## src/rtl/j1_irq_pkg.sv

```systemverilog
// Shared constants for the j1 interrupt controller: register offsets, the
// "nothing pending" CLAIM code and the default source count.
package j1_irq_pkg;

  localparam int NSRC_DEFAULT = 8;

  localparam logic [1:0] OFF_PENDING = 2'd0;
  localparam logic [1:0] OFF_ENABLE  = 2'd1;
  localparam logic [1:0] OFF_CLAIM   = 2'd2;
  localparam logic [1:0] OFF_MODE    = 2'd3;

  localparam logic [31:0] CLAIM_NONE = 32'h8000_0000;

endpackage

```

## src/rtl/j1_irq_src.sv

```systemverilog
// Per-source front end: sample (or 2-flop sync with J1_IRQ_SYNC_EN), edge detect, edge/level select.
// Latency: set follows src by 1 edge (2 with J1_IRQ_SYNC_EN); no backpressure, set is a pure pulse/level.
module j1_irq_src (
  input  logic clk,
  input  logic resetq,
  input  logic src,
  input  logic mode,
  output logic set
);

  logic s;
  logic p;

`ifdef J1_IRQ_SYNC_EN
  logic meta;

  always_ff @(posedge clk or negedge resetq) begin
    if (!resetq) begin
      meta <= 1'b0;
      s    <= 1'b0;
    end else begin
      meta <= src;
      s    <= meta;
    end
  end
`else
  always_ff @(posedge clk or negedge resetq) begin
    if (!resetq) s <= 1'b0;
    else         s <= src;
  end
`endif

  always_ff @(posedge clk or negedge resetq) begin
    if (!resetq) p <= 1'b0;
    else         p <= s;
  end

  assign set = mode ? (s & ~p) : s;

endmodule

```

## src/rtl/j1_irq_ctrl.sv

```systemverilog
// Interrupt controller for the j1 IO bus: pending/enable/claim/mode registers, request to the core.
// Latency: src high to interrupt_request in 3 edges (4 with J1_IRQ_SYNC_EN); reads combinational.
// Backpressure: none; IO strobes always accepted in one cycle, set wins over clear.
module j1_irq_ctrl
  import j1_irq_pkg::*;
#(
  parameter int NSRC    = NSRC_DEFAULT,
  parameter int SEL_BIT = 13
) (
  input  logic            clk,
  input  logic            resetq,
  input  logic            io_rd,
  input  logic            io_wr,
  input  logic [31:0]     io_addr,
  input  logic [31:0]     io_dout,
  input  logic [NSRC-1:0] src,
  output logic            irq_sel,
  output logic [31:0]     irq_din,
  output logic            interrupt_request
);

  logic [NSRC-1:0] pending;
  logic [NSRC-1:0] enable;
  logic [NSRC-1:0] mode;
  logic [NSRC-1:0] set;
  logic [NSRC-1:0] active;
  logic [NSRC-1:0] clr;
  logic [NSRC-1:0] claim_onehot;
  logic [4:0]      claim_idx;
  logic            claim_vld;
  logic [1:0]      off;
  logic            unused_bits;

  assign unused_bits = ^{io_addr, io_dout};

  for (genvar i = 0; i < NSRC; i++) begin : g_src
    j1_irq_src u_src (
      .clk    (clk),
      .resetq (resetq),
      .src    (src[i]),
      .mode   (mode[i]),
      .set    (set[i])
    );
  end

  assign irq_sel = io_addr[SEL_BIT];
  assign off     = io_addr[3:2];
  assign active  = pending & enable;

  // Descending scan so the lowest-numbered active source ends up in claim_idx.
  always_comb begin
    claim_idx = 5'd0;
    for (int i = NSRC - 1; i >= 0; i--) begin
      if (active[i]) claim_idx = 5'(i);
    end
  end

  assign claim_vld    = |active;
  assign claim_onehot = claim_vld ? (NSRC'(1) << claim_idx) : '0;

  always_comb begin
    clr = '0;
    if (io_wr && irq_sel && off == OFF_PENDING) clr = clr | io_dout[NSRC-1:0];
    if (io_rd && irq_sel && off == OFF_CLAIM)   clr = clr | claim_onehot;
  end

  always_comb begin
    irq_din = '0;
    if (irq_sel) begin
      case (off)
        OFF_PENDING: irq_din[NSRC-1:0] = pending;
        OFF_ENABLE:  irq_din[NSRC-1:0] = enable;
        OFF_CLAIM:   irq_din = claim_vld ? {27'd0, claim_idx} : CLAIM_NONE;
        default:     irq_din[NSRC-1:0] = mode;
      endcase
    end
  end

  always_ff @(posedge clk or negedge resetq) begin
    if (!resetq) begin
      pending           <= '0;
      enable            <= '0;
      mode              <= '1;
      interrupt_request <= 1'b0;
    end else begin
      pending           <= set | (pending & ~clr);
      interrupt_request <= |active;
      if (io_wr && irq_sel && off == OFF_ENABLE) enable <= io_dout[NSRC-1:0];
      if (io_wr && irq_sel && off == OFF_MODE)   mode   <= io_dout[NSRC-1:0];
    end
  end

endmodule

```

## config.mk

```make
export PLATFORM = sky130hd
export DESIGN_NAME = j1_irq_ctrl
export DESIGN_NICKNAME = d
export VERILOG_FILES = /design/src/rtl/j1_irq_pkg.sv /design/src/rtl/j1_irq_src.sv /design/src/rtl/j1_irq_ctrl.sv
export SDC_FILE = /design/constraint.sdc
export NUM_CORES = 1
export LEC_CHECK = 0
export BUFFER_PORTS_ARGS = -buffer_cell sky130_fd_sc_hd__buf_2
export CAP_MARGIN = 5
export CORE_AREA = 2 2 72 74
export DETAILED_ROUTE_END_ITERATION = 8
export DIE_AREA = 0 0 74 76
export PLACE_DENSITY = 0.77
export SYNTH_ARGS = -nofsm -noshare
export SYNTH_HDL_FRONTEND = slang
export SYNTH_SLANG_ARGS = --single-unit
```

## constraint.sdc

```tcl
create_clock -name clk -period 1.95 [get_ports clk]
set_input_delay 0.195 -clock clk [delete_from_list [all_inputs] [get_ports clk]]
set_output_delay 0.195 -clock clk [all_outputs]
set_load 0.005 [all_outputs]
```

== Yosys cells after proc, flatten, opt, wreduce, memory -nomap -nowiden ==
Index checks and enable logic that the tools add are counted.

* Bits in registers: 41
* Input port bits: 76
* Output and inout bits: 34

* Equality and inequality tests: 3
* Shift-type cells: 1
* Multiplexer cells: 23
* Bitwise logic cells: 21
* Reductions and logical operators: 8

{| class="wikitable"
|+ Operator list
! cell !! count
|-
| 32-bit two-way mux || 2
|-
| 5-bit two-way mux || 5
|-
| 24-bit two-way mux || 1
|-
| 8-bit two-way mux || 3
|-
| 8-bit case mux with 3 select lines || 1
|-
| 8-bit AND || 2
|-
| 8-bit OR || 2
|-
| 3-bit two-way mux || 3
|-
| 1-bit AND || 8
|-
| 1-bit two-way mux || 8
|-
| 1-bit NOT || 8
|-
| 8-bit NOT || 1
|-
| 8-bit OR reduction || 1
|-
| 1-bit by 5-bit << shifter with 8-bit output (first input constant) || 1
|-
| 1-bit logical AND || 6
|-
| 2-bit == test (second input constant) || 2
|-
| 2-bit by 1-bit == test with 1-bit output (second input constant) || 1
|-
| 2-bit zero test || 1
|}

== Depth between registers and ports, before layout ==
* Depth after elaboration: 16
* Depth in mapped cells: 6
* Mapped depth without buffers: 4

== Cells and area by module ==
Synthesis repeated with hierarchy kept, for this count alone.

* Cell total of the unflattened synthesis: 190
* Area, all modules: 2160.8 µm²

{| class="wikitable"
|+ Modules (own cells, without submodules)
! module !! instances !! cells an instance !! area an instance (µm²)
|-
| j1_irq_ctrl || 1 || 166 || 1670.4
|-
| j1_irq_src || 8 || 3 || 61.3
|}

== Least setup slack after synthesis ==
No wires, ideal clock.

* Path type: register to register
* Start: register pending[3]
* End: register pending[4]
* Library setup time: 0.121 ns
* Arrival: 1.391 ns
* Slack: 0.438 ns
* Stages on the path, launching flop included: 5
* Path buffers: 0
* Clock period less this slack: 1.512 ns
* Path through: dfrtp_1 > a22oi_4 > nand2_2 > or4_1 > o22a_1

* Cells in the longest elaborated chain, start to end: 12
* Elaborated cells between the ends (all ways): 13
* Those cells by class: shift (1); mux (6); bitwise (5); reduce/logical (1)

{| class="wikitable"
|+ RTL lines
! what !! line !! RTL
|-
| from (decl) || j1_irq_ctrl.sv:22 || <nowiki>logic [NSRC-1:0] pending;</nowiki>
|-
| from (signal assigned) || j1_irq_ctrl.sv:86 || <nowiki>pending <= set | (pending & ~clr);</nowiki>
|-
| 8-bit AND * || j1_irq_ctrl.sv:48 || <nowiki>assign active = pending & enable;</nowiki>
|-
| 5-bit two-way mux (4 in series) || j1_irq_ctrl.sv:54 || <nowiki>if (active[i]) claim_idx = 5'(i);</nowiki>
|-
| 1-bit by 5-bit << shifter with 8-bit output || j1_irq_ctrl.sv:59 || <nowiki>assign claim_onehot = claim_vld ? (NSRC'(1) << claim_idx) : '0;</nowiki>
|-
| 8-bit two-way mux * || j1_irq_ctrl.sv:59 ||
|-
| 8-bit OR * || j1_irq_ctrl.sv:64 || <nowiki>if (io_rd && irq_sel && off == OFF_CLAIM) clr = clr | claim_onehot;</nowiki>
|-
| 8-bit two-way mux * || j1_irq_ctrl.sv:64 ||
|-
| 8-bit NOT * || j1_irq_ctrl.sv:86 ||
|-
| 8-bit AND * || j1_irq_ctrl.sv:86 ||
|-
| 8-bit OR * || j1_irq_ctrl.sv:86 ||
|}

Every way passes the cells marked *; elsewhere a longest branch is shown, timed or not.
A chain may end at the register's enable or synchronous reset.

== Worst setup path in the final report ==
* Start: register pending[5]
* End: output port irq_din[0]

* Cells in the longest elaborated chain, start to end: 10
* Elaborated cells between the ends (all ways): 11
* Those cells by class: mux (9); bitwise (1); reduce/logical (1)

{| class="wikitable"
|+ RTL lines
! what !! line !! RTL
|-
| 8-bit AND * || j1_irq_ctrl.sv:48 ||
|-
| 3-bit two-way mux || j1_irq_ctrl.sv:54 ||
|-
| 5-bit two-way mux (5 in series) || j1_irq_ctrl.sv:54 ||
|-
| 32-bit two-way mux * || j1_irq_ctrl.sv:73 || <nowiki>OFF_CLAIM: irq_din = claim_vld ? {27'd0, claim_idx} : CLAIM_NONE;</nowiki>
|-
| 8-bit case mux with 3 select lines * || j1_irq_ctrl.sv:70 || <nowiki>case (off)</nowiki>
|-
| 32-bit two-way mux * || j1_irq_ctrl.sv:69 || <nowiki>if (irq_sel) begin</nowiki>
|-
| to (decl) || j1_irq_ctrl.sv:18 || <nowiki>output logic [31:0] irq_din,</nowiki>
|}

Marked as above.

==> results.yml <==
outcome:
  status: "finished clean"
final_layout:
  area_growth_syn_to_layout_pct: 23.1
  fill_cells: 451
  diodes: 0
  drive_above_1_share_pct: 40.4
  finalNonFillerCells: 310
  nNetsFinal: 315
clock_tree:
  clkTransAtPathRegs_ps: 80
  clk_latency_ps: 300
  numCtsBuffers: 5
  cts_root_buf: "clkbuf_8"
  h-tree-depth: 2
  clock-sinks: 41
  tritoncts: "done"
  clk_path_buf_depth: 2
grt:
  gr-usage-met1_pct: 24.0
  gr-total-overflow: 0
  top_usage_layer: "met2"
  gr-usage-met2_pct: 24.7
  grt_pass1_vias: 1455
  grt_max_degree: 21
  grt_usage_pct: 16.7
  grt_pass1_wl_um: 7200
  gr-usage-met3_pct: 4.50
  grt_antenna_before_repair: 0
detailed_routing:
  drt-pass1-iter-count: 4
  drc: 0
  drt_iter0_drc: 76
  vias: 1554
  viasPerCell: 5.01
  routedWlPerCell_um: 14.3
  drt-total-wl_um: 4430
  drtAntennaViolNets: 0
yosys:
  synth-edff-count: 0
  syn-mean-instance-area_um2: 11.4
  synth_top_cell_area_share_pct: 39.4
  ys_types: 41
  synth_top_cell_by_area: "dfrtp_1"
  synth_top_flop_cell: "dfrtp_1"
  syn_area_um2: 2090
  synth-seq-cells: 41
  synthArstFlopShare_pct: 100
  synth_seq_area_share_pct: 49.5
  yosysWarnings: 0
  yosysMostFrequentCell: "dfrtp_1"
  synth_area_leaders: "dfrtp_1, mux2_2, dfstp_2"
  synth_top_cells_by_count: "dfrtp_1, buf_4, mux2_2, nand2_1, dfstp_2"
  postSynthCellCount: 184
pwr:
  clkPwrFrac_pct: 30.4
  swShare_pct: 27.8
  power_switching_uw: 652
  ir_drop_mv: 0.437
  power.density_nw_per_um2: 909
  power_leakage_uw: 0.00112
  seqPwrFrac_pct: 46.3
  pwr-share-comb_pct: 23.3
  p_int_uw: 1690
worst_setup_path:
  critPathRequiredTime_ps: 1750
  crit_family: "compound AO/OA/AOI/OAI gates"
  path_class: "register to output port"
  cp-end-kind: "output port"
  path_cells: "a22o_2 -> a31oi_4 -> o21ai_2 -> a32o_1 -> buf_2"
  max_stage_delay_ps: 440
  crit_fanout: 4
  cp_slowest_cell: "dfrtp_1"
  worst-endpoint-arrival_ps: 1740
  start_kind: "register"
  timing.critical_path.buf_inv: 1
timing:
  final_max_slew_viol_count: 0
  clock_skew_ps: 7.71
  post-route-min-period_ps: 1930
  fmax_mhz: 518
  setup_viol: 0
  hold_viol: 0
  rsz0062_at_grt: "true"
  worst_slack_ps: 19.7
  fin_crit_sh_pct: 99.0
die:
  io-pin-count: 110
  rows: 26
  die_area_um2: 5620
  die_h_um: 76
  start_util_pct: 42.6
  dieWidth_um: 74
  core_region_area_um2: 4910
place:
  place.port_buffers: 33
  dp_hpwl_um: 3040
  globalplace.congestion: 0.856
  dpl.cell_count: 286
  place_ws_ps: 324
run:
  maxCapViolCount: 0
min_path:
  hold_class: "input pin to register"
==> layout make-up <==
cell class	instances	area [um2]	area share, %
well taps	70	87.6	3.40
flip-flops and latches	41	1040	40.3
multi-input cells	135	971	37.7
clock inverters	2	37.5	1.46
repair buffers	56	360	14.0
clock buffers	6	82.6	3.20
==> power by group through the flow <==
stage | Clock, uW | Sequential (uW) | Combinational (uW)
floorplan | 0 | 1060 | 332
global placement | 0 | 1090 | 419
detailed placement | 0 | 1100 | 429
CTS | 726 | 1080 | 444
global route | 769 | 1100 | 602
finish | 712 | 1090 | 546
==> routing by layer <==
metal,wire length [um],vias to the layer above
met5,0,-
met4,38,0
met3,307,5
met2,2180,69
met1,1900,747
li1,-,733
==> path summary, 6_finish.rpt <==
| check | slack (ps) | endpoint | depth (start not counted) | start |
|---|---|---|---|---|
| max | 20 | irq_din[0] | 5 | pending[5] |
| min | 150 | mode[6] | 2 | io_dout[6] |
| max reg2reg | 170 | pending[4] | 6 | enable[3] |
| min reg2reg | 380 | g_src[3].u_src.p | 0 | g_src[3].u_src.s |
| max in group asynchronous | 950 | mode[7] | 3 | resetq |
| min in group asynchronous | 380 | g_src[5].u_src.s | 2 | resetq |
==> kinds of logic (layout without fill, tap and decap cells) <==
logic type	Yosys count	count (layout)	share of synthesized area (%)
compound gates	38	38	14.6
flops	41	41	49.5
buf+inv	30	64	9.98
other cells	1	23	0.179
mux	24	24	12.6
simple gates	50	50	13.2
==> layout by cell type, fill, tap and decap left out, types with 4 or more instances in the layout <==
cell type / n
buf_2: 33
dfrtp_1: 30
conb_1: 23
mux2_2: 19
nand2_1: 17
buf_4: 14
dlygate4sd3_1: 9
dfstp_2: 8
a21oi_1: 7
a21boi_0: 7
nor2b_1: 6
nand3_1: 6
clkbuf_8: 6
mux2i_1: 5
o21ai_0: 4
==> repair_timing <==
item / in CTS / in global routing
endpoints found under the hold margin: 20 / 2
cloned: 0 / 0
hold buffers: 7 / 2
setup buffers: 0 / 7
endpoints found under the setup margin: 1 / 3
pin swaps: 0 / 11
resized for setup: 1 / 9
==> flip-flops by register name, indices dropped and copies added (netlist names) <==
| register | count |
|---|---|
| g_src.u_src.s | 8 |
| pending | 8 |
| interrupt_request | 1 |
| g_src.u_src.p | 8 |
| mode | 8 |
| enable | 8 |
==> worst register-to-register path, cell delays in order (launching register included) <==
cell     delay [ps]
dfrtp_2         460
a22oi_4         210
buf_4           140
buf_4           110
nand2_2          60
or4_1           520
o22a_1          180
==> stage by stage <==
step                      setup TNS [ps]  power (uW)  hold slack [ps]  utilization (%)  cell area (um2)
after global routing               -34.6        2480              151             52.5             2580
after CTS                              0        2250            0.693             50.3             2470
after detailed placement               0        1520              175             46.3             2270
final                                  0        2350              152             52.5             2580
after floorplan                        0        1400             -101                -             2180
after global placement                 0        1510              168             46.3             2270
Power figures use the tool's default switching activity.
